==> config.mk <==
export PLATFORM = sky130hd
export DESIGN_NAME = fifo_rd_stream
export DESIGN_NICKNAME = d
export VERILOG_FILES = /design/src/rtl/fifo_pkg.sv /design/src/rtl/skid_buf2.sv /design/src/rtl/fifo_rd_stream.sv
export SDC_FILE = /design/constraint.sdc
export NUM_CORES = 1
export LEC_CHECK = 0
export ABC_AREA = 1
export ABC_CLOCK_PERIOD_IN_PS = 1300
export CORE_UTILIZATION = 32
export DETAILED_ROUTE_END_ITERATION = 16
export GPL_ROUTABILITY_DRIVEN = 0
export GPL_TIMING_DRIVEN = 0
export PLACE_DENSITY_LB_ADDON = 0.1
export SKIP_CTS_REPAIR_TIMING = 1
export SLEW_MARGIN = 10
export SYNTH_ARGS = -nofsm -noshare
export SYNTH_HDL_FRONTEND = slang
export SYNTH_SLANG_ARGS = --single-unit
export TNS_END_PERCENT = 50
==> constraint.sdc <==
create_clock -name R_CLK -period 1.3 [get_ports R_CLK]
set_input_delay 0.13 -clock R_CLK [delete_from_list [all_inputs] [get_ports R_CLK]]
set_output_delay 0.13 -clock R_CLK [all_outputs]
set_load 0.01 [all_outputs]
==> src/rtl/fifo_pkg.sv <==
// Shared definitions for the FIFO read-side streaming block: state encodings
// and default widths.
package fifo_pkg;
  localparam int DEF_WIDTH = 8;
  localparam int DEF_CNT_W = 16;

  // Skid-buffer occupancy states: 0, 1 or 2 words held.
  typedef enum logic [1:0] {
    S_EMPTY = 2'd0,
    S_ONE   = 2'd1,
    S_TWO   = 2'd2
  } state_t;
endpackage

==> src/rtl/skid_buf2.sv <==
// Two-entry skid storage. r_head is always the oldest word; r_tail is only
// meaningful when two words are held.
module skid_buf2
  import fifo_pkg::*;
#(
  parameter int WIDTH = DEF_WIDTH
) (
  input  logic             i_clk,
  input  logic             i_rst,
  input  logic             i_push,
  input  logic             i_pop,
  input  state_t           i_state,
  input  logic [WIDTH-1:0] i_data,
  output logic [WIDTH-1:0] o_head
);
  logic [WIDTH-1:0] r_head;
  logic [WIDTH-1:0] r_tail;

  always_ff @(posedge i_clk) begin
    if (i_rst) begin
      r_head <= '0;
      r_tail <= '0;
    end else begin
      case (i_state)
        S_EMPTY: begin
          if (i_push) r_head <= i_data;
        end
        S_ONE: begin
          if (i_push && i_pop)  r_head <= i_data;
          else if (i_push)      r_tail <= i_data;
        end
        S_TWO: begin
          // A push is only granted here together with a pop.
          if (i_pop) r_head <= r_tail;
          if (i_push && i_pop) r_tail <= i_data;
        end
        default: begin
          r_head <= r_head;
        end
      endcase
    end
  end

  assign o_head = r_head;
endmodule

==> src/rtl/fifo_rd_stream.sv <==
// Drains a show-ahead FIFO into a registered valid/ready stream through a
// two-entry skid buffer, counting every delivered word.
module fifo_rd_stream
  import fifo_pkg::*;
#(
  parameter int WIDTH = DEF_WIDTH,
  parameter int CNT_W = DEF_CNT_W
) (
  input  logic             R_CLK,
  input  logic             R_RST,
  input  logic             EMPTY,
  input  logic [WIDTH-1:0] RD_DATA,
  output logic             R_INC,
  input  logic             FLUSH,
  output logic [WIDTH-1:0] OUT_DATA,
  output logic             OUT_VALID,
  input  logic             OUT_READY,
  output logic [CNT_W-1:0] OUT_COUNT,
  output state_t           o_dbg_state
);
  // Stream handshake: a word transfers on every rising edge where
  // OUT_VALID and OUT_READY are both 1; OUT_DATA is held while stalled.
  state_t           r_state;
  state_t           w_next;
  logic             r_valid;
  logic [CNT_W-1:0] r_count;
  logic             w_push;
  logic             w_pop;

  always_ff @(posedge R_CLK) begin
    if (R_RST) begin
      r_state <= S_EMPTY;
      r_valid <= 1'b0;
    end else begin
      r_state <= w_next;
      r_valid <= (w_next != S_EMPTY);
    end
  end

  always_comb begin
    w_next = r_state;
    if (FLUSH) begin
      w_next = S_EMPTY;
    end else begin
      case (r_state)
        S_EMPTY: if (w_push) w_next = S_ONE;
        S_ONE: begin
          if (w_push && !w_pop)      w_next = S_TWO;
          else if (!w_push && w_pop) w_next = S_EMPTY;
        end
        S_TWO:   if (w_pop && !w_push) w_next = S_ONE;
        default: w_next = S_EMPTY;
      endcase
    end
  end

  always_comb begin
    w_pop  = r_valid & OUT_READY;
    w_push = ~EMPTY & ~FLUSH & ~R_RST & ((r_state != S_TWO) | w_pop);
  end

  // A transfer accepted during FLUSH still counts.
  always_ff @(posedge R_CLK) begin
    if (R_RST) r_count <= '0;
    else if (w_pop) r_count <= r_count + {{(CNT_W-1){1'b0}}, 1'b1};
  end

  skid_buf2 #(.WIDTH(WIDTH)) u_skid (
    .i_clk   (R_CLK),
    .i_rst   (R_RST),
    .i_push  (w_push),
    .i_pop   (w_pop),
    .i_state (r_state),
    .i_data  (RD_DATA),
    .o_head  (OUT_DATA)
  );

  assign R_INC       = w_push;
  assign OUT_VALID   = r_valid;
  assign OUT_COUNT   = r_count;
  assign o_dbg_state = r_state;
endmodule
==> results of run 1 <==
## per-layer routing
layer / GRT usage, % / share of wire, % / routed length, um
met5: 0 / 0 / 0
met3: 3.98 / 5.0 / 195
met2: 22.2 / 46 / 1800
met4: 6.35 / 1.7 / 65
met1: 18.0 / 47 / 1830
## registers in the layout (all words and copies together), names as in the netlist
name,flops
u_skid.o_head,8
o_dbg_state,2
u_skid.r_tail,8
OUT_VALID,1
OUT_COUNT,16
## logic make-up after synthesis
logic type               after synthesis
AND/OR/NAND/NOR                      160
buffers and inverters                 47
flip-flops                            35
AO/OA/AOI/OAI                         26
adder cells (fa/ha/maj)                1
## worst register-to-register path: cells and delay by family, from the launching register on
| family | cells | cell delay [ps] |
|---|---|---|
| adders and majority gates | 1 | 140 |
| DFF | 1 | 370 |
| and+or+nand+nor | 7 | 630 |
## area by class of cell
class,instances,area [um^2]
plain buffers,5,48.8
clock buffers,8,100
fillers,540,2630
inverters,42,158
multi-input cells,187,896
flip-flops and latches,35,723
well taps,70,87.6
repair buffers,47,526
## layout by cell type, fill, tap and decap left out, drive strengths merged
cell type,instances
a21oi,8
buf,9
clkinv,1
nand2,82
nand3,7
dfxtp,35
nand4,6
dlymetal6s2s,29
o21bai,1
o21ai,17
clkdlybuf4s50,11
ha,1
nor3,2
nor2,63
clkbuf,11
inv,41
## worst max-delay path by stage
stage	startpoint	endpoint	slack (ps)	cells after the start
after floorplan	OUT_COUNT[0]	OUT_COUNT[8]	20	8
after global placement	OUT_READY	R_INC	-480	6
after detailed placement	OUT_READY	R_INC	-480	6
after CTS	OUT_VALID	R_INC	-540	5
after global routing	OUT_READY	R_INC	-90	6
final	OUT_READY	R_INC	-10	6
## report_power, final
part / internal [mW] / leakage, nW / switching, mW
logic: 0.0977 / 1.26 / 0.0947
registers: 1.09 / 0.290 / 0.0111
clock network: 0.483 / 0.0515 / 0.375
## metrics by stage
stage	instance area, um^2	worst slack (ps)
3_5_place_dp	2240	-475
5_1_grt	2540	-87.6
4_1_cts	2340	-541
3_3_place_gp	2240	-480
2_1_floorplan	1750	17.9
6_report	2540	-13.6
==> flow_metrics.py, run 1 <==
metrics = {
    "outcome": {
        "status": "finished, violations left",
        "violations": "setup timing",
    },
    "critical_path": {
        "regToRegEndpoint": "OUT_COUNT[8]",
        "worst_setup_path_start_kind": "input pin",
        "rr_worst_depth": 8,
        "reg2reg_slack_ps": 50,
        "r2r-start": "OUT_COUNT[1]",
        "crit_arrival_ps": 1180,
        "crit_required_ps": 1170,
        "cp_max_fo": 7,
        "slowest_delay_ps": 530,
        "path_delay_family": "buffers and inverters",
        "path_buf_inv": 3,
        "cp-end-kind": "output port",
        "critical_path_class": "input pin to output port",
        "path_cells": "clkdlybuf4s50_1, nand2_4, inv_2, nor2_2, nor2_1, dlymetal6s2s_1",
        "cp_slowest_cell": "clkdlybuf4s50_1",
    },
    "sta": {
        "whs_ps": 110,
        "setup_viol": 1,
        "fin_crit_sh_pct": 101,
        "finalHoldViolCount": 0,
        "clock_skew_ps": 3.44,
        "drv_slew": 0,
        "fin_setup_tns_ps": -13.6,
        "slew_headroom_pct": 80.7,
        "post-route-min-period_ps": 1310,
        "rsz0062_at_grt": "yes",
        "max_freq_ghz": 0.761,
        "final.setup.worst_slack_ps": -13.6,
        "tightest_slew_ps": 289,
    },
    "synthesis": {
        "yosysSeqAreaShare_pct": 40.1,
        "synth_xor_xnor_area_share_pct": 0,
        "synthDistinctLibCells": 24,
        "synthAdderAreaFrac_pct": 0.715,
        "synth_nets": 283,
        "yosys.area_share.simple_pct": 39.7,
        "synth_top_family_by_area": "simple AND/OR/NAND/NOR gates",
        "synth_top_area_share_pct": 40.1,
        "syn_inst": 269,
        "synthTopCellsByCount": "nand2_1 (74), nor2_1 (57), inv_1 (38)",
        "synthMuxAreaShare_pct": 0,
        "async_flop_share_pct": 0,
        "synth_area_per_cell_um2": 6.50,
        "yosys.area.top_type": "dfxtp_1",
        "yosysMostFrequentCell": "nand2_1",
        "synth-seq-cells": 35,
        "yosys_warnings": 0,
        "synth_area_mm2": 0.00175,
        "synth_area_leaders": "dfxtp_1 (40%), nand2_1 (16%), nor2_1 (12%), inv_1 (8.2%), o21ai_0 (4.6%)",
        "synth-main-ff-cell": "dfxtp_1",
        "synth_edf_count": 0,
        "synth_compound_area_share_pct": 7.80,
    },
    "detailed_routing": {
        "first_pass_iters": 4,
        "wl_um": 3890,
        "drc_errors": 0,
        "wl_per_cell_um": 9.88,
        "vias": 1708,
        "antenna_left": 0,
        "vias_per_cell": 4.34,
        "initialDrtViolationCount": 86,
    },
    "hold_path": {
        "whs_endpoint": "OUT_COUNT[3]",
        "worstHoldStart": "R_RST",
        "whs_path_depth": 2,
        "min_path_type": "input pin to register",
    },
    "cells_and_area": {
        "final_nets": 337,
        "layout.cells.non_filler": 394,
        "area_growth_pct": 45.1,
        "final_util_pct": 49.1,
        "diodes": 0,
        "drive_above_1_share_pct": 17.9,
    },
    "cts": {
        "cts_made_buffers": 5,
        "numClockSinks": 35,
        "cts_tree": "done",
        "clockBufferDepth": 2,
        "clock-root-buffer": "clkbuf_8",
        "insertion_delay_ps": 290,
        "clk_pin_slew_worst_paths_ps": 70,
        "h-tree-depth": 2,
    },
    "run": {
        "cap_violations": 0,
    },
    "floorplanning": {
        "start_util_pct": 33.8,
        "die_width_um": 75.9,
        "row_count": 26,
        "dieArea_mm2": 0.00577,
        "num_io_pins": 41,
        "die_h_um": 75.9,
        "core_mm2": 0.00517,
    },
    "global_route": {
        "grt_pass1_wl_um": 6450,
        "grt-ovfl-total": 0,
        "grt_max_degree": 11,
        "grt_pass1_vias": 1454,
        "grt_usage_pct": 14.1,
        "antenna_found_initial": 0,
    },
    "pwr": {
        "p_leak_nw": 1.60,
        "p_total_mw": 2.15,
        "peakVddDrop_mv": 0.317,
        "power_density_mw_per_mm2": 846,
    },
    "placed_design": {
        "port_buffers": 40,
        "dpl.hpwl_um": 2740,
        "placedCellCount": 379,
    },
}
Power figures use the tool's default switching activity.
==> run 2: changes to the inputs <==
- SLEW_MARGIN: 10 -> unset
==> results of run 2 <==
No change in the layout: final DEF, timing and power equal those of run 1.
==> run 3: changes to the inputs <==
- CORE_MARGIN: unset -> 3
==> run 3 against run 2 <==
- clock power rose by 2%
- critical endpoint is now OUT_COUNT[7]
- largest power group unchanged
- largest cell class unchanged
- final area fell by 1.7%
- clock skew rose by 4.8 ps
- cell count fell by 1.0%
- the flow still finishes with violations (setup timing)
- critical path depth fell by 5
- via count rose by 0.35%
- wire length rose by 0.54%
- sequential power barely moved
- register-to-register slack improved by 30 ps
==> flow_metrics.py, run 3 (synthesis results as in run 1) <==
metrics = {
    "sta": {
        "whs_ps": 457,
        "rsz0062_at_grt": "yes",
        "setup_viol": 1,
        "max_freq_ghz": 0.767,
        "fin_crit_sh_pct": 100,
        "post-route-min-period_ps": 1300,
        "final.setup.worst_slack_ps": -3.48,
        "slew_headroom_pct": 71.8,
        "drv_slew": 0,
        "clock_skew_ps": 8.27,
        "finalHoldViolCount": 0,
        "tightest_slew_ps": 423,
    },
    "detailed_routing": {
        "drc_errors": 0,
        "vias_per_cell": 4.39,
        "vias": 1714,
        "initialDrtViolationCount": 87,
        "wl_per_cell_um": 10.0,
        "wl_um": 3910,
        "first_pass_iters": 4,
        "antenna_left": 0,
    },
    "critical_path": {
        "crit_start": "OUT_COUNT[7]",
        "cp_max_fo": 4,
        "slowest_delay_ps": 530,
        "regToRegEndpoint": "u_skid.o_head[2]",
        "crit_end": "OUT_COUNT[7]",
        "crit_arrival_ps": 1170,
        "worst-path-stages": 1,
        "worst_setup_path_start_kind": "register",
        "critical_path_class": "register to output port",
        "path_delay_family": "buffers and inverters",
        "rr_worst_depth": 7,
        "r2r-start": "o_dbg_state[1]",
        "crit_required_ps": 1170,
        "path_cells": "clkdlybuf4s50_1",
        "cp-end-kind": "output port",
        "path_buf_inv": 1,
        "cp_slowest_cell": "clkdlybuf4s50_1",
        "reg2reg_slack_ps": 80,
    },
    "placed_design": {
        "dp_slack_ps": -472,
        "dpl.hpwl_um": 2830,
        "placedCellCount": 379,
        "port_buffers": 40,
    },
    "cells_and_area": {
        "mostFrequentLayoutCells": "nand2_1 (73), nor2_1 (55), inv_1 (37)",
        "largest_reg_flops": 16,
        "area_growth_pct": 42.7,
        "drive_above_1_share_pct": 16.9,
        "diodes": 0,
        "final_nets": 333,
        "layout.cells.non_filler": 390,
        "final_util_pct": 48.0,
        "layout_commonest_cell": "nand2_1",
    },
    "floorplanning": {
        "num_io_pins": 41,
        "start_util_pct": 33.6,
        "dieArea_mm2": 0.00639,
        "row_count": 26,
        "core_mm2": 0.00520,
        "die_h_um": 79.9,
        "die_width_um": 79.9,
    },
    "cts": {
        "clockBufferDepth": 2,
        "cts_made_buffers": 5,
        "clock-root-buffer": "clkbuf_8",
        "numClockSinks": 35,
        "clk_pin_slew_worst_paths_ps": 80,
        "cts_tree": "done",
        "insertion_delay_ps": 290,
        "h-tree-depth": 2,
    },
    "outcome": {
        "status": "finished, violations left",
        "violations": "setup timing",
    },
    "global_route": {
        "grt_usage_pct": 13.3,
        "antenna_found_initial": 0,
        "grt_max_degree": 11,
        "grt_pass1_wl_um": 6760,
        "grt_pass1_vias": 1515,
        "grt-ovfl-total": 0,
    },
    "pwr": {
        "internal_power_mw": 1.66,
        "peakVddDrop_mv": 0.462,
        "power_frac_seq_pct": 50.9,
        "p_total_mw": 2.15,
        "p_sw_share_pct": 22.8,
        "power_switching_uw": 491,
        "p_leak_nw": 1.54,
        "clkPwrFrac_pct": 40.4,
        "comb_power_share_pct": 8.7,
        "power_density_mw_per_mm2": 863,
    },
    "run": {
        "cap_violations": 0,
    },
    "hold_path": {
        "min_path_type": "input pin to register",
    },
}
[run 3: worst register-to-register path: cells and delay by family (launching register included)]
family / cells / cell delay, ps
buffers and inverters: 2 / 140
flip-flops: 1 / 400
AND/OR/NAND/NOR: 5 / 570
[run 3: per-stage QoR]
stage | cell area, um^2 | setup TNS [ps]
after floorplan | 1750 | 0
after global placement | 2240 | -7410
after detailed placement | 2240 | -7190
after CTS | 2340 | -2980
after global routing | 2500 | -635
final | 2500 | -3.48
[run 3: worst min-delay path by stage]
stage | startpoint | endpoint | slack [ps] | cells past startpoint
after detailed placement | OUT_COUNT[5] | OUT_COUNT[5] | 470 | 2
after CTS | RD_DATA[7] | u_skid.r_tail[7] | 440 | 3
after global routing | RD_DATA[4] | u_skid.r_tail[4] | 470 | 3
after global placement | OUT_COUNT[5] | OUT_COUNT[5] | 470 | 2
after floorplan | R_RST | OUT_COUNT[3] | 210 | 1
final | RD_DATA[2] | u_skid.r_tail[2] | 460 | 3
[run 3: power groups by stage]
| stage | Sequential [mW] | Combinational, mW | Clock (mW) |
|---|---|---|---|
| global placement | 1.13 | 0.193 | 0 |
| detailed placement | 1.13 | 0.192 | 0 |
| global route | 1.10 | 0.211 | 0.958 |
| finish | 1.10 | 0.187 | 0.871 |
| floorplan | 1.13 | 0.0883 | 0 |
| CTS | 1.10 | 0.194 | 0.911 |
[run 3: cell type report]
class | count | area (um^2)
multi-input cells | 187 | 896
flip-flops and latches | 35 | 724
clock buffers | 8 | 100
well taps | 70 | 87.6
fillers | 554 | 2710
plain buffers | 5 | 47.5
inverters | 42 | 158
repair buffers | 43 | 483
[run 3: metal layers]
| layer | global-route usage [%] | routed length (um) | vias up |
|---|---|---|---|
| li1 | - | - | 920 |
| met1 | 17.6 | 1970 | 752 |
| met2 | 20.0 | 1650 | 35 |
| met3 | 4.40 | 232 | 7 |
| met4 | 5.07 | 61 | 0 |
| met5 | 0 | 0 | - |
